### config.mk
export PLATFORM = sky130hd
export DESIGN_NAME = soc_bus_arbiter_flat
export DESIGN_NICKNAME = d
export VERILOG_FILES = /design/src/rtl/soc_bus_arbiter_if.sv /design/src/rtl/soc_bus_arbiter.sv /design/src/flat_wrapper.sv
export SDC_FILE = /design/constraint.sdc
export NUM_CORES = 1
export LEC_CHECK = 0
export BUFFER_PORTS_ARGS = -buffer_cell sky130_fd_sc_hd__buf_2
export CORE_ASPECT_RATIO = 0.7
export CORE_MARGIN = 3
export CORE_UTILIZATION = 25
export CTS_CLUSTER_SIZE = 30
export DETAILED_ROUTE_END_ITERATION = 6
export PLACE_DENSITY = 0.53
export SYNTH_ARGS = -nofsm -noshare
export SYNTH_HDL_FRONTEND = slang
export SYNTH_SLANG_ARGS = --single-unit
### constraint.sdc
create_clock -name clk -period 10.96 [get_ports clk]
set_input_delay 3.288 -clock clk [delete_from_list [all_inputs] [get_ports clk]]
set_output_delay 3.288 -clock clk [all_outputs]
set_load 0.01 [all_outputs]
### src/rtl/soc_bus_arbiter_if.sv
// Bus bundle for soc_bus_arbiter: two requesting masters, one shared slave port and status.
// Modport "master" is the arbiter's view (it owns the shared bus); "slave" is the surrounding system's view.
interface soc_bus_arbiter_if #(
  parameter int unsigned ADDR_W = 32,
  parameter int unsigned DATA_W = 32
);
  logic              m0_req;
  logic [ADDR_W-1:0] m0_addr;
  logic [DATA_W-1:0] m0_wdata;
  logic              m0_we;
  logic              m0_ack;
  logic              m1_req;
  logic [ADDR_W-1:0] m1_addr;
  logic [DATA_W-1:0] m1_wdata;
  logic              m1_we;
  logic              m1_ack;
  logic [DATA_W-1:0] m_rdata;
  logic              m_err;
  logic [ADDR_W-1:0] s_addr;
  logic [DATA_W-1:0] s_wdata;
  logic              s_we;
  logic              s_re;
  logic [DATA_W-1:0] s_rdata;
  logic              s_ready;
  logic              owner;
  logic              busy;

  modport master (
    input  m0_req, m0_addr, m0_wdata, m0_we,
    input  m1_req, m1_addr, m1_wdata, m1_we,
    input  s_rdata, s_ready,
    output m0_ack, m1_ack, m_rdata, m_err,
    output s_addr, s_wdata, s_we, s_re,
    output owner, busy
  );

  modport slave (
    output m0_req, m0_addr, m0_wdata, m0_we,
    output m1_req, m1_addr, m1_wdata, m1_we,
    output s_rdata, s_ready,
    input  m0_ack, m1_ack, m_rdata, m_err,
    input  s_addr, s_wdata, s_we, s_re,
    input  owner, busy
  );
endinterface

### src/rtl/soc_bus_arbiter.sv
// Two-master round-robin arbiter for the shared SoC bus; one single-beat transfer at a time,
// all outputs registered, one-cycle ack to the winning master.
// Optional feature macro: ARB_TIMEOUT_EN (abort an ACCESS after TIMEOUT cycles without s_ready).
module soc_bus_arbiter #(
  parameter int unsigned ADDR_W  = 32,
  parameter int unsigned DATA_W  = 32,
  parameter int unsigned TIMEOUT = 16
) (
  input logic              clk,
  input logic              reset,
  soc_bus_arbiter_if.master bus
);

  if (TIMEOUT < 2 || TIMEOUT > 255) begin : g_bad_timeout
    $error("soc_bus_arbiter: TIMEOUT must be in 2..255");
  end

  typedef enum logic [1:0] {IDLE, ACCESS, DONE} state_t;

  state_t            state_q, state_d;
  logic              rr_q, rr_d;
  logic              m0_ack_q, m0_ack_d;
  logic              m1_ack_q, m1_ack_d;
  logic [DATA_W-1:0] m_rdata_q, m_rdata_d;
  logic              m_err_q, m_err_d;
  logic [ADDR_W-1:0] s_addr_q, s_addr_d;
  logic [DATA_W-1:0] s_wdata_q, s_wdata_d;
  logic              s_we_q, s_we_d;
  logic              s_re_q, s_re_d;
  logic              owner_q, owner_d;
  logic              busy_q, busy_d;

  logic              any_req;
  logic              gnt;
  logic              gnt_we;
  logic              timeout_hit;

  // Lone requester wins outright; contention goes to the round-robin pointer.
  assign any_req = bus.m0_req | bus.m1_req;
  assign gnt     = (bus.m0_req & bus.m1_req) ? rr_q : bus.m1_req;
  assign gnt_we  = gnt ? bus.m1_we : bus.m0_we;

`ifdef ARB_TIMEOUT_EN
  localparam logic [7:0] TO_LAST = 8'(TIMEOUT - 1);
  logic [7:0] cnt_q;

  // Count stalled ACCESS cycles; IDLE always precedes ACCESS, so clearing there clears on entry.
  always_ff @(posedge clk or posedge reset) begin
    if (reset) begin
      cnt_q <= '0;
    end else if (state_q == IDLE) begin
      cnt_q <= '0;
    end else if (state_q == ACCESS && !bus.s_ready) begin
      cnt_q <= cnt_q + 8'd1;
    end
  end

  assign timeout_hit = (cnt_q == TO_LAST) && !bus.s_ready;
`else
  assign timeout_hit = 1'b0;
`endif

  // State register and all registered outputs.
  always_ff @(posedge clk or posedge reset) begin
    if (reset) begin
      state_q   <= IDLE;
      rr_q      <= 1'b0;
      m0_ack_q  <= 1'b0;
      m1_ack_q  <= 1'b0;
      m_rdata_q <= '0;
      m_err_q   <= 1'b0;
      s_addr_q  <= '0;
      s_wdata_q <= '0;
      s_we_q    <= 1'b0;
      s_re_q    <= 1'b0;
      owner_q   <= 1'b0;
      busy_q    <= 1'b0;
    end else begin
      state_q   <= state_d;
      rr_q      <= rr_d;
      m0_ack_q  <= m0_ack_d;
      m1_ack_q  <= m1_ack_d;
      m_rdata_q <= m_rdata_d;
      m_err_q   <= m_err_d;
      s_addr_q  <= s_addr_d;
      s_wdata_q <= s_wdata_d;
      s_we_q    <= s_we_d;
      s_re_q    <= s_re_d;
      owner_q   <= owner_d;
      busy_q    <= busy_d;
    end
  end

  // Next-state logic: IDLE -> ACCESS -> DONE -> IDLE.
  always_comb begin
    state_d = state_q;
    unique case (state_q)
      IDLE:    if (any_req) state_d = ACCESS;
      ACCESS:  if (bus.s_ready || timeout_hit) state_d = DONE;
      DONE:    state_d = IDLE;
      default: state_d = IDLE;
    endcase
  end

  // Next values of the registered outputs; everything holds unless the current state changes it.
  always_comb begin
    rr_d      = rr_q;
    m0_ack_d  = 1'b0;
    m1_ack_d  = 1'b0;
    m_rdata_d = m_rdata_q;
    m_err_d   = m_err_q;
    s_addr_d  = s_addr_q;
    s_wdata_d = s_wdata_q;
    s_we_d    = s_we_q;
    s_re_d    = s_re_q;
    owner_d   = owner_q;
    busy_d    = busy_q;
    unique case (state_q)
      IDLE: begin
        if (any_req) begin
          s_addr_d  = gnt ? bus.m1_addr  : bus.m0_addr;
          s_wdata_d = gnt ? bus.m1_wdata : bus.m0_wdata;
          s_we_d    = gnt_we;
          s_re_d    = ~gnt_we;
          owner_d   = gnt;
          busy_d    = 1'b1;
        end
      end
      ACCESS: begin
        if (bus.s_ready) begin
          if (s_re_q) m_rdata_d = bus.s_rdata;
          m_err_d  = 1'b0;
          s_we_d   = 1'b0;
          s_re_d   = 1'b0;
          m0_ack_d = ~owner_q;
          m1_ack_d = owner_q;
        end else if (timeout_hit) begin
          m_rdata_d = DATA_W'(32'hDEAD_BEEF);
          m_err_d   = 1'b1;
          s_we_d    = 1'b0;
          s_re_d    = 1'b0;
          m0_ack_d  = ~owner_q;
          m1_ack_d  = owner_q;
        end
      end
      DONE: begin
        busy_d = 1'b0;
        rr_d   = ~owner_q;
      end
      default: ;
    endcase
  end

  assign bus.m0_ack  = m0_ack_q;
  assign bus.m1_ack  = m1_ack_q;
  assign bus.m_rdata = m_rdata_q;
  assign bus.m_err   = m_err_q;
  assign bus.s_addr  = s_addr_q;
  assign bus.s_wdata = s_wdata_q;
  assign bus.s_we    = s_we_q;
  assign bus.s_re    = s_re_q;
  assign bus.owner   = owner_q;
  assign bus.busy    = busy_q;

endmodule

### src/flat_wrapper.sv
// flat-port wrapper written by rule: the top's interface ports become plain ports
module soc_bus_arbiter_flat 
#(
  parameter int unsigned ADDR_W  = 32,
  parameter int unsigned DATA_W  = 32,
  parameter int unsigned TIMEOUT = 16
)
  (clk, reset, bus_m0_req, bus_m0_addr, bus_m0_wdata, bus_m0_we, bus_m1_req, bus_m1_addr, bus_m1_wdata, bus_m1_we, bus_s_rdata, bus_s_ready, bus_m0_ack, bus_m1_ack, bus_m_rdata, bus_m_err, bus_s_addr, bus_s_wdata, bus_s_we, bus_s_re, bus_owner, bus_busy);
  soc_bus_arbiter_if #(.ADDR_W(ADDR_W), .DATA_W(DATA_W)) bus_i ();
  input logic clk;
  input logic reset;
  input wire logic [$bits(bus_i.m0_req)-1:0] bus_m0_req;
  input wire logic [$bits(bus_i.m0_addr)-1:0] bus_m0_addr;
  input wire logic [$bits(bus_i.m0_wdata)-1:0] bus_m0_wdata;
  input wire logic [$bits(bus_i.m0_we)-1:0] bus_m0_we;
  input wire logic [$bits(bus_i.m1_req)-1:0] bus_m1_req;
  input wire logic [$bits(bus_i.m1_addr)-1:0] bus_m1_addr;
  input wire logic [$bits(bus_i.m1_wdata)-1:0] bus_m1_wdata;
  input wire logic [$bits(bus_i.m1_we)-1:0] bus_m1_we;
  input wire logic [$bits(bus_i.s_rdata)-1:0] bus_s_rdata;
  input wire logic [$bits(bus_i.s_ready)-1:0] bus_s_ready;
  output wire logic [$bits(bus_i.m0_ack)-1:0] bus_m0_ack;
  output wire logic [$bits(bus_i.m1_ack)-1:0] bus_m1_ack;
  output wire logic [$bits(bus_i.m_rdata)-1:0] bus_m_rdata;
  output wire logic [$bits(bus_i.m_err)-1:0] bus_m_err;
  output wire logic [$bits(bus_i.s_addr)-1:0] bus_s_addr;
  output wire logic [$bits(bus_i.s_wdata)-1:0] bus_s_wdata;
  output wire logic [$bits(bus_i.s_we)-1:0] bus_s_we;
  output wire logic [$bits(bus_i.s_re)-1:0] bus_s_re;
  output wire logic [$bits(bus_i.owner)-1:0] bus_owner;
  output wire logic [$bits(bus_i.busy)-1:0] bus_busy;
  assign bus_i.m0_req = bus_m0_req;
  assign bus_i.m0_addr = bus_m0_addr;
  assign bus_i.m0_wdata = bus_m0_wdata;
  assign bus_i.m0_we = bus_m0_we;
  assign bus_i.m1_req = bus_m1_req;
  assign bus_i.m1_addr = bus_m1_addr;
  assign bus_i.m1_wdata = bus_m1_wdata;
  assign bus_i.m1_we = bus_m1_we;
  assign bus_i.s_rdata = bus_s_rdata;
  assign bus_i.s_ready = bus_s_ready;
  assign bus_m0_ack = bus_i.m0_ack;
  assign bus_m1_ack = bus_i.m1_ack;
  assign bus_m_rdata = bus_i.m_rdata;
  assign bus_m_err = bus_i.m_err;
  assign bus_s_addr = bus_i.s_addr;
  assign bus_s_wdata = bus_i.s_wdata;
  assign bus_s_we = bus_i.s_we;
  assign bus_s_re = bus_i.s_re;
  assign bus_owner = bus_i.owner;
  assign bus_busy = bus_i.busy;
  soc_bus_arbiter #(.ADDR_W(ADDR_W), .DATA_W(DATA_W), .TIMEOUT(TIMEOUT)) u_core (.clk(clk), .reset(reset), .bus(bus_i));
endmodule
# After elaboration in Yosys (flattened, before gate mapping)

Index checks and enable logic that the tools add are counted.

Register bits: 105
Bits of input ports: 167
Output and inout port bits: 103
Logic and storage cells: 45

Equal/unequal tests: 4
Mux-type cells: 18
Bitwise logic cells: 4
Reductions and logical operators: 8

Operators with widths:

| cell               | count |
|---|---|
| $mux 32            | 2 |
| $mux 1             | 10 |
| $pmux 1 s2         | 3 |
| $reduce_and 2->1   | 3 |
| $reduce_and 3->1   | 2 |
| $mux 2             | 2 |
| $pmux 2 s2         | 1 |
| $reduce_bool 2->1  | 2 |
| $eq 2x1->1 const B | 1 |
| $eq 2x2->1 const B | 1 |
| $logic_not 2->1    | 1 |
| $ne 2x1->1 const B | 1 |
| $ne 2x2->1 const B | 1 |
| $not 1->1          | 2 |
| $and 1x1->1        | 1 |
| $or 1x1->1         | 1 |

# Longest topological paths before layout

Gate-level depths: netlist of run 1.

Depth after elaboration: 6
Depth in mapped cells: 6
Mapped depth without buffers: 4

# Worst setup path after synthesis of run 1

Ideal clock, no wire load.

Path kind: input to register
From: in bus_m1_req
To: reg u_core.s_addr_q[0] (netlist: u_core.bus.s_addr[0])
Setup time: 0.130 ns
Data arrival time: 4.131 ns
Data required time: 10.830 ns
Setup slack: 6.699 ns
Stages: 6
Path buffers: 3
Cells stage by stage: clkbuf_2 or2_1 buf_2 buf_2 a21oi_1 a31oi_1

Cells in the longest elaborated chain, start to end: 3
Elaborated cells on any way between the ends: 5
Classes of those cells: mux: 2; bitwise: 2; reduce/logical: 1

Ends and longest elaborated chain:

| what                 | RTL line               | source |
|---|---|---|
| from (decl)          | flat_wrapper.sv:16     | `input wire logic [$bits(bus_i.m1_req)-1:0] bus_m1_req;` |
| $and 1x1->1          | soc_bus_arbiter.sv:40  | `assign gnt = (bus.m0_req & bus.m1_req) ? rr_q : bus.m1_req;` |
| $mux 1               | soc_bus_arbiter.sv:40  |  |
| $mux 32              | soc_bus_arbiter.sv:121 | `s_addr_d = gnt ? bus.m1_addr : bus.m0_addr;` |
| to (signal assigned) | soc_bus_arbiter.sv:85  | `s_addr_q <= s_addr_d;` |
| to (decl)            | soc_bus_arbiter.sv:26  | `logic [ADDR_W-1:0] s_addr_q, s_addr_d;` |

Several ways; a longest one is shown, not always the timed one.
A chain may end at the register's enable or synchronous reset.

# Worst setup path after layout of run 1

From: in bus_m1_req
To: reg u_core.s_wdata_q[18] (netlist: u_core.bus.s_wdata[18])

Cells in the longest elaborated chain, start to end: 3
Elaborated cells on any way between the ends: 5
Classes of those cells: mux: 2; bitwise: 2; reduce/logical: 1

Ends and longest elaborated chain:

| what                 | RTL line               | source |
|---|---|---|
| $and 1x1->1          | soc_bus_arbiter.sv:40  |  |
| $mux 1               | soc_bus_arbiter.sv:40  |  |
| $mux 32              | soc_bus_arbiter.sv:122 | `s_wdata_d = gnt ? bus.m1_wdata : bus.m0_wdata;` |
| to (signal assigned) | soc_bus_arbiter.sv:86  | `s_wdata_q <= s_wdata_d;` |
| to (decl)            | soc_bus_arbiter.sv:27  | `logic [DATA_W-1:0] s_wdata_q, s_wdata_d;` |

Several ways; a longest one is shown, not always the timed one.

==> reports/qor.csv, run 1 <==
metric,value,unit
synthSimpleGateAreaFrac,8.91,%
pwr_density_cell,272,nW/µm²
drt_iter0_markers,306,
synth_top_family_by_area,compound AO/OA/AOI/OAI gates,
rsz0062_at_grt,false,
grt_pass1_vias,4544,
hold_start,u_core.bus.busy,
postCtsSetupRepairBufs,0,
ir_drop,0.110,mV
die_w,174,µm
boundaryPins,270,
critPathKind,input port to flop,
dr.pass1.iters,4,
r2r_start,u_core.state_q[0],
netlist_instances,475,
reg2reg_depth,4,
clockBufferDepth,2,
fin_crit,5.23,ns
synth_cell_types,28,
synth-compound-area-share,22.2,%
cts_resized,0,
ctsHtreeMaxLevel,3,
intPower,1110,µW
synth_area_per_cell,10.4,µm²
grt_max_degree,72,
crit_buf_inv,3,
clock_power_share,17.8,%
cts_tree,built,
layout_commonest_cell,buf_2,
track_usage,14.7,%
final_nets,874,
switching_share,39.2,%
muxShareOfSynthArea,9.62,%
syn_nets,642,
timing.fmax,0.191,GHz
cp_max_fo,69,
power_switching,712,µW
dr.max_layer_used,met4,
crit_path_top_delay_cell,buf_4,
crit_family,buffers and inverters,
cp_cell_sequence,buf_2 -> buf_4 -> nor2_1 -> nor2_4 -> buf_4 -> a31oi_1,
synth_seq_cells,105,
rows,42,
drc,0,
finalSetupTns,0,ns
antenna_found_initial,0,
drive_above_1_share,46.6,%
synth_top_area_cell,dfrtp_1,
ys_warn_count,0,
relSlewSlack,25.8,%
worst_r2r_endpoint,u_core.bus.s_wdata[18],
hold_path_class,flop to flop,
end_kind,flop,
insertion_delay,0.35,ns
crit_path_frequent_cell,buf_4,
post-place-ws,5.39,ns
vias,4691,
max_cap_violations,0,
synth_area,4920,µm²
drv_slew,0,
worstPathArrival,5.43,ns
drt_wl_total,16600,µm
viasPerCell,4.81,
min_to,u_core.bus.busy,
yosys.area.top_type_share,53.4,%
dieArea,21400,µm²
cp-start-kind,input port,
wl_met3,1160,µm
numCtsBuffers,9,
crit_path_max_incr_delay,0.61,ns
wl_per_cell,17.0,µm
start_util,25.8,%
gr-total-overflow,0,
cts_hold_buf,0,
coreArea,19100,µm²
post-dp-hpwl,11300,µm
cts.sinks,105,
antenna_left,0,
power_frac_comb,44.0,%
yosys.area_share.xor_xnor,0,%
gp_congestion,0.780,
layout_common_cells,"buf_2, dfrtp_1, nand3_1, a21oi_1, a31oi_1",
grt_pass1_wl,25300,µm
clkTransAtPathRegs,0.07,ns
finalHoldViolations,0,
synthToLayoutAreaGrowth,35.7,%
io_buffers,268,
setup_viol,0,
num_antenna_cells,0,
status,"finished, final reports clean",
r2r_slack,8.82,ns
holdPathStages,2,
p_seq_share,38.2,%
dieHeight,123,µm
leakage,0.00316,µW
ys_seq_area_share,53.4,%
fin_ws,5.73,ns
cts-root-buf,clkbuf_16,
wl_met2,7550,µm
post-route-period-util,47.7,%
synth_fa_ha_area_share,0,%
met1_length,7780,µm
clock_skew,0.0120,ns
ys_top_cells_by_area,"dfrtp_1, mux2_4, a31oi_1",
critPathRequiredTime,11.16,ns
worst_slew_pin_slew,1.11,ns
-- layer usage --
layer	vias to the layer above	track usage [%]
met5	-	0
met3	9	3.81
met4	0	3.51
met1	2260	20.9
li1	2216	-
met2	206	22.4
-- stage by stage --
stage	hold slack (ns)	utilization (%)	std cells	area (µm²)	power, µW
floorplan	0.456	-	475	4920	1180
finish	0.478	35.0	976	6670	1820
CTS	0.481	35.0	976	6670	1840
global placement	0.460	33.4	960	6380	1500
global route	0.515	35.0	976	6670	1950
detailed placement	0.463	33.4	960	6380	1510
-- state kept, by name, indices dropped and copies added (netlist names) --
register,cells
u_core.bus.m0_ack,1
u_core.bus.owner,1
u_core.bus.s_we,1
u_core.bus.s_wdata,32
u_core.state_q,2
u_core.bus.s_re,1
u_core.bus.s_addr,32
u_core.rr_q,1
u_core.bus.m_rdata,32
u_core.bus.busy,1
u_core.bus.m1_ack,1
-- cells in the mapped netlist, drive strengths merged --
cell,instances
a31oi,64
dfrtp,105
nand2,6
a311oi,1
buf,33
nand2b,3
nand3,64
or2,2
a32o,2
o21ai,67
nand3b,1
a21oi,64
conb,1
and2b,1
inv,3
and2,1
a22oi,1
clkbuf,20
mux2,32
nor2,4
-- cell type report --
cell class                 instances  area (µm²)
fill                            1999       12400
sequential                       105        2630
multi-input combinational        314        2020
timing repair buffer             274        1390
tap                              264         330
clock buffer                      11         253
clock inverter                     5        43.8
inverter                           3        13.8
-- cells by family after synthesis --
family / after synthesis
AOI/OAI and AO/OA: 199
muxes: 32
and+or+nand+nor: 82
DFF: 105
other: 1
buffers and inverters: 56
-- power groups by stage --
stage | clock [µW] | combinational (µW) | sequential [µW]
after floorplan | 0 | 406 | 776
after global placement | 0 | 802 | 700
after detailed placement | 0 | 814 | 693
after CTS | 338 | 810 | 693
after global routing | 354 | 873 | 720
final | 324 | 799 | 694
-- worst min-delay path: stages, from the launching register on --
cell,delay (ns)
dfrtp_1,0.34
nand2_1,0.05
nand2_1,0.06
-- worst max-delay path by stage --
stage | startpoint | end | slack [ns] | cells past startpoint
2_1_floorplan | reset | u_core.bus.busy | 4.91 | 1
3_3_place_gp | bus_m1_req | u_core.bus.s_wdata[7] | 5.43 | 6
3_5_place_dp | bus_m1_req | u_core.bus.s_wdata[3] | 5.39 | 6
4_1_cts | bus_m1_req | u_core.bus.s_wdata[18] | 5.77 | 6
5_1_grt | bus_m1_req | u_core.bus.s_wdata[0] | 5.60 | 6
6_report | bus_m1_req | u_core.bus.s_wdata[18] | 5.73 | 6
Note: power is estimated with default switching activity, not from simulation.
==> run 2: changes to the inputs <==
- ABC_AREA: default -> 1
- PLACE_DENSITY: 0.53 -> 0.55
- clock period: 10.96 -> 4.4 ns (I/O delays scaled with it)
==> reports/qor.csv, run 2 <==
metric,value,unit,change
cts-root-buf,clkbuf_16,,
setup_viol,0,,unchanged
numCtsBuffers,9,,unchanged
num_antenna_cells,0,,unchanged
clockBufferDepth,2,,unchanged
status,"finished, final reports clean",,
final_area,6770,µm²,+1.4%
synth_area_per_cell,7.42,µm²,-28%
p_seq_share,38.8,%,+0.6 points
antenna_left,0,,unchanged
register_area,2630,µm²,unchanged
end_kind,flop,,
ys_seq_area_share,52.9,%,-0.55 points
synth_cell_types,16,,-43%
cp_cell_sequence,buf_2 -> buf_4 -> o21ai_4 -> buf_4 -> nand2_1 -> inv_1 -> nor2_1,,
multiInputGateArea,2080,µm²,+2.9%
finalSetupTns,0,ns,unchanged
fin_crit,2.66,ns,
final_nets,1079,,+23%
viasPerCell,4.25,,-12%
crit_path_max_incr_delay,0.54,ns,-0.07 ns
gp_congestion,0.795,,+1.9%
switching_share,42.1,%,+2.9 points
worst_slew_pin_slew,0.995,ns,-0.118 ns
finalHoldViolations,0,,unchanged
synth_top_flop_cell,dfrtp_1,,
crit_path_top_delay_cell,buf_4,,
vias,5019,,+7.0%
cts.sinks,105,,unchanged
hold_path_class,flop to flop,,
worstPathArrival,2.94,ns,-2.49 ns
antenna_found_initial,0,,unchanged
netlist_instances,670,,+41%
clkTransAtPathRegs,0.07,ns,about the same
coreArea,19200,µm²,+0.55%
ys_top_cells_by_count,"nand2_1, dfrtp_1, nand3_1, buf_2, buf_4",,
synth-async-reset-ratio,100,%,unchanged
intPower,2470,µW,+120%
synth_top_area_cell,dfrtp_1,,
ys_warn_count,0,,unchanged
wl_per_cell,13.9,µm,-18%
timing.fmax,0.376,GHz,
clock_power_share,18.0,%,+0.2 points
start_util,25.9,%,+0.13 points
hold_start,u_core.bus.m_rdata[2],,
postCtsSetupRepairBufs,0,,unchanged
cp-start-kind,input port,,
grt_pass1_vias,4825,,+6.2%
synth_area,4970,µm²,+1.0%
cts_resized,0,,unchanged
rsz0062_at_grt,false,,
gr-total-overflow,0,,unchanged
yosys.area.top_type_share,52.9,%,-0.55 points
dpl_cell_area,6490,µm²,+1.8%
drc,0,,unchanged
drv_slew,0,,unchanged
dr.pass1.iters,5,,+1
power_frac_comb,43.2,%,-0.8 points
layout_commonest_cell,nand2_1,,
boundaryPins,270,,unchanged
cp_max_fo,49,,-29%
cts_hold_buf,0,,unchanged
drt_iter0_markers,270,,-12%
drt_wl_total,16400,µm,-1.0%
r2r_start,u_core.state_q[1],,
syn_nets,837,,+30%
synth_edf_count,0,,unchanged
ys_top_cells_by_area,"dfrtp_1, nand2_1, nand3_1",,
synth_seq_cells,105,,unchanged
layout_common_cells,"nand2_1, buf_2, dfrtp_1, nand3_1",,
dieArea,21600,µm²,+1.0%
insertion_delay,0.35,ns,about the same
grt_max_degree,80,,+11%
relSlewSlack,33.7,%,+7.9 points
post-route-period-util,60.5,%,
cts_tree,built,,
pwr_density_cell,629,nW/µm²,+130%
ir_drop,0.337,mV,+210%
rows,42,,unchanged
crit_path_frequent_cell,buf_4,,
drive_above_1_share,32.9,%,-14 points
dieHeight,124,µm,+0.50%
synth_most_common_cell,nand2_1,,
io_buffers,268,,unchanged
synthToLayoutAreaGrowth,36.2,%,
leakage,0.00408,µW,+29%
power_switching,1790,µW,+150%
critPathRequiredTime,4.67,ns,-6.49 ns
ctsHtreeMaxLevel,3,,unchanged
crit_start,bus_m1_req,,
post-dp-hpwl,11700,µm,+3.4%
die_w,174,µm,+0.50%
nFillCells,2083,,+4.2%
max_cap_violations,0,,unchanged
clock_skew,0.00860,ns,-0.00338 ns
track_usage,14.9,%,+0.20 points
critPathKind,input port to flop,,
grt_pass1_wl,25600,µm,+1.3%
==> run 2: worst max-delay path, delay by kind of cell <==
family                 cells  cell delay [ns]
AOI/OAI and AO/OA          1             0.11
buffers and inverters      4             1.25
and+or+nand+nor            2             0.20
==> run 2: final cells by class <==
cell class,count,share of cell area (%)
repair buffers,278,21.1
inverters,7,0.425
clock inverters,7,0.776
flip-flops and latches,105,38.8
multi-input cells,511,30.7
clock buffers,9,3.33
well taps,264,4.88
==> run 2: layer usage <==
metal  wire [µm]  GRT usage [%]
met2        7200           23.6
met1        7640           19.8
met3        1460           5.27
met4         151           3.19
met5           0              0
==> run 2: cells by family after synthesis <==
kind of cell,after synthesis,share of synthesized area (%)
flops,105,52.9
compound gates,6,0.680
buf+inv,54,5.74
other cells,1,0.0755
simple gates,504,40.6
==> run 2: power groups by stage <==
| stage | Sequential (µW) | Clock, µW | Combinational [µW] |
|---|---|---|---|
| 2_1_floorplan | 1850 | 0 | 890 |
| 4_1_cts | 1650 | 804 | 1880 |
| 3_3_place_gp | 1660 | 0 | 1870 |
| 3_5_place_dp | 1650 | 0 | 1890 |
| 5_1_grt | 1710 | 842 | 2080 |
| 6_report | 1650 | 767 | 1840 |
==> run 2: per-stage QoR <==
| stage | hold WS, ns | setup slack (ns) | power, µW | cells | util, % |
|---|---|---|---|---|---|
| finish | 0.471 | 1.74 | 4260 | 1181 | 35.3 |
| floorplan | 0.453 | 0.319 | 2740 | 670 | - |
| CTS | 0.476 | 1.74 | 4340 | 1181 | 35.3 |
| global placement | 0.454 | 1.39 | 3520 | 1165 | 33.8 |
| global route | 0.497 | 1.56 | 4630 | 1181 | 35.3 |
| detailed placement | 0.457 | 1.36 | 3540 | 1165 | 33.8 |
==> run 2: path summary, 6_finish.rpt <==
| path | depth (start not counted) | endpoint | slack [ns] |
|---|---|---|---|
| worst max-delay path | 7 | u_core.bus.s_we | 1.74 |
| worst min-delay path | 2 | u_core.bus.m_rdata[2] | 0.47 |
| worst max register to register | 6 | u_core.bus.m_rdata[8] | 2.36 |
| worst min register to register | 2 | u_core.bus.m_rdata[2] | 0.47 |
| max in group asynchronous | 3 | u_core.bus.s_addr[25] | 2.37 |
| min in group asynchronous | 2 | u_core.bus.s_wdata[29] | 1.21 |
==> run 3: changes to the inputs <==
- ABC_AREA: 1 -> 0
- PLACE_DENSITY: 0.55 -> 0.53
- clock period: 4.4 -> 2.7 ns (I/O delays scaled with it)
==> reports/qor.csv, run 3 (synthesis gave the netlist of run 1 again) <==
metric,value,unit,change
status,"finished, final reports clean",,
antenna_found_initial,2,,+2
boundaryPins,270,,unchanged
clock_skew,0.00809,ns,-0.000513 ns
cts-root-buf,clkbuf_16,,
reg2reg_depth,4,,-2
gp_congestion,0.763,,-3.9%
post-dp-hpwl,12000,µm,+1.9%
finalHoldViolations,0,,unchanged
rsz0062_at_grt,false,,
drive_above_1_share,47.3,%,+14 points
start_util,25.8,%,-0.13 points
hold_path_class,flop to flop,,
crit_start,u_core.bus.s_re,,
dieArea,21400,µm²,-0.99%
dr.pass1.iters,4,,-1
r2r_slack,1.04,ns,-1.32 ns
crit_path_top_delay_cell,dfrtp_1,,
worst_slew_pin_slew,0.603,ns,-0.392 ns
r2r_start,u_core.state_q[1],,
timing.fmax,0.573,GHz,
max_cap_violations,0,,unchanged
clkTransAtPathRegs,0.08,ns,about the same
grt_max_degree,69,,-14%
cts_resized,0,,unchanged
drt_iter0_markers,375,,+39%
vias,4793,,-4.5%
crit_path_max_incr_delay,0.42,ns,-0.12 ns
setup_viol,0,,unchanged
ir_drop,0.399,mV,+18%
layout_common_cells,"buf_2, dfrtp_1, nand3_1, a21oi_1, a31oi_1",,
viasPerCell,4.86,,+14%
cp_max_fo,3,,-94%
cp_cell_sequence,buf_2,,
pwr_density_cell,1100,nW/µm²,+75%
critPathRequiredTime,1.89,ns,-2.78 ns
finalSetupTns,0,ns,unchanged
antenna_left,0,,unchanged
drt_wl_total,17200,µm,+4.8%
nFillCells,1984,,-4.8%
register_area,2630,µm²,unchanged
clockBufferDepth,2,,unchanged
worst_r2r_endpoint,u_core.bus.m_rdata[11],,
io_buffers,268,,unchanged
rows,42,,unchanged
numCtsBuffers,9,,unchanged
ctsHtreeMaxLevel,3,,unchanged
coreArea,19100,µm²,-0.55%
final_nets,883,,-18%
post-route-period-util,64.6,%,
post-place-ws,0.624,ns,-0.734 ns
cp-start-kind,flop,,
insertion_delay,0.35,ns,about the same
multiInputGateArea,2020,µm²,-2.8%
gr-total-overflow,0,,unchanged
layout_commonest_cell,buf_2,,
wl_per_cell,17.5,µm,+25%
drv_slew,0,,unchanged
worstPathArrival,0.94,ns,-2.00 ns
crit_family,flip-flops,,
die_w,174,µm,-0.50%
critical_path.endpoint,bus_s_re,,
end_kind,primary output,,
critPathKind,flop to primary output,,
crit_buf_inv,1,,-3
cts.sinks,105,,unchanged
fin_crit,1.75,ns,
drc,0,,unchanged
cts_tree,built,,
fin_ws,0.955,ns,-0.783 ns
cp.depth,1,,-6
postCtsSetupRepairBufs,0,,unchanged
relSlewSlack,59.8,%,+26 points
synthToLayoutAreaGrowth,38.4,%,
leakage,0.00323,µW,-21%
cts_hold_buf,0,,unchanged
track_usage,15.7,%,+0.80 points
grt_pass1_vias,4790,,-0.73%
grt_pass1_wl,26600,µm,+3.8%
power,7480,µW,+76%
dieHeight,123,µm,-0.50%
run 3: cell types whose count changed in the layout (fill, tap and decap cells not counted), sizes merged, moves of 3 or more:
cell / delta
mux2: +32
a21oi: +63
nor2: -3
nand2: -392
inv: -5
o21ai: +62
nand3: -35
a31oi: +64
buf: +5
nand2b: +3
run 3: worst register-to-register path, stage by stage (launching register included):
cell      delay, ns
dfrtp_1        0.44
nand3b_4       0.19
inv_2          0.06
nand2_4        0.44
mux2_2         0.41
run 3: worst min-delay path by stage:
stage / end / depth (start not counted) / startpoint
2_1_floorplan: u_core.rr_q / 2 / u_core.rr_q
3_3_place_gp: u_core.bus.busy / 2 / u_core.bus.busy
3_5_place_dp: u_core.bus.busy / 2 / u_core.bus.busy
4_1_cts: u_core.bus.busy / 2 / u_core.bus.busy
5_1_grt: u_core.bus.busy / 2 / u_core.bus.busy
6_report: u_core.bus.busy / 2 / u_core.bus.busy
run 3: cell type report:
cell class	instances	share of cell area [%]
Tap cell	264	4.85
Clock inverter	7	1.07
Sequential cell	105	38.6
Inverter	3	0.221
Antenna cell	1	0.0368
Timing Repair Buffer	283	22.3
Multi-Input combinational cell	314	29.6
Clock buffer	9	3.31
run 3: where the power goes:
part | internal, µW | total, µW | switching, µW
clock network | 655 | 1320 | 666
logic | 1510 | 3370 | 1860
registers | 2360 | 2800 | 439
run 3: stage by stage:
step	std cells	instance area [µm²]	hold slack (ns)	utilization, %
final	986	6810	0.476	35.7
after global routing	986	6810	0.512	35.7
after CTS	985	6810	0.482	35.7
after detailed placement	969	6510	0.462	34.1
after global placement	969	6510	0.466	34.1
after floorplan	475	4920	0.456	-
run 3: layer usage:
metal  vias to the layer above  GRT usage, %  routed length [µm]
li1                       2242             -                   -
met2                       213          24.9                7760
met3                        15          3.99                1240
met1                      2321          21.4                7970
met5                         -             0                   7
met4                         2          4.37                 257
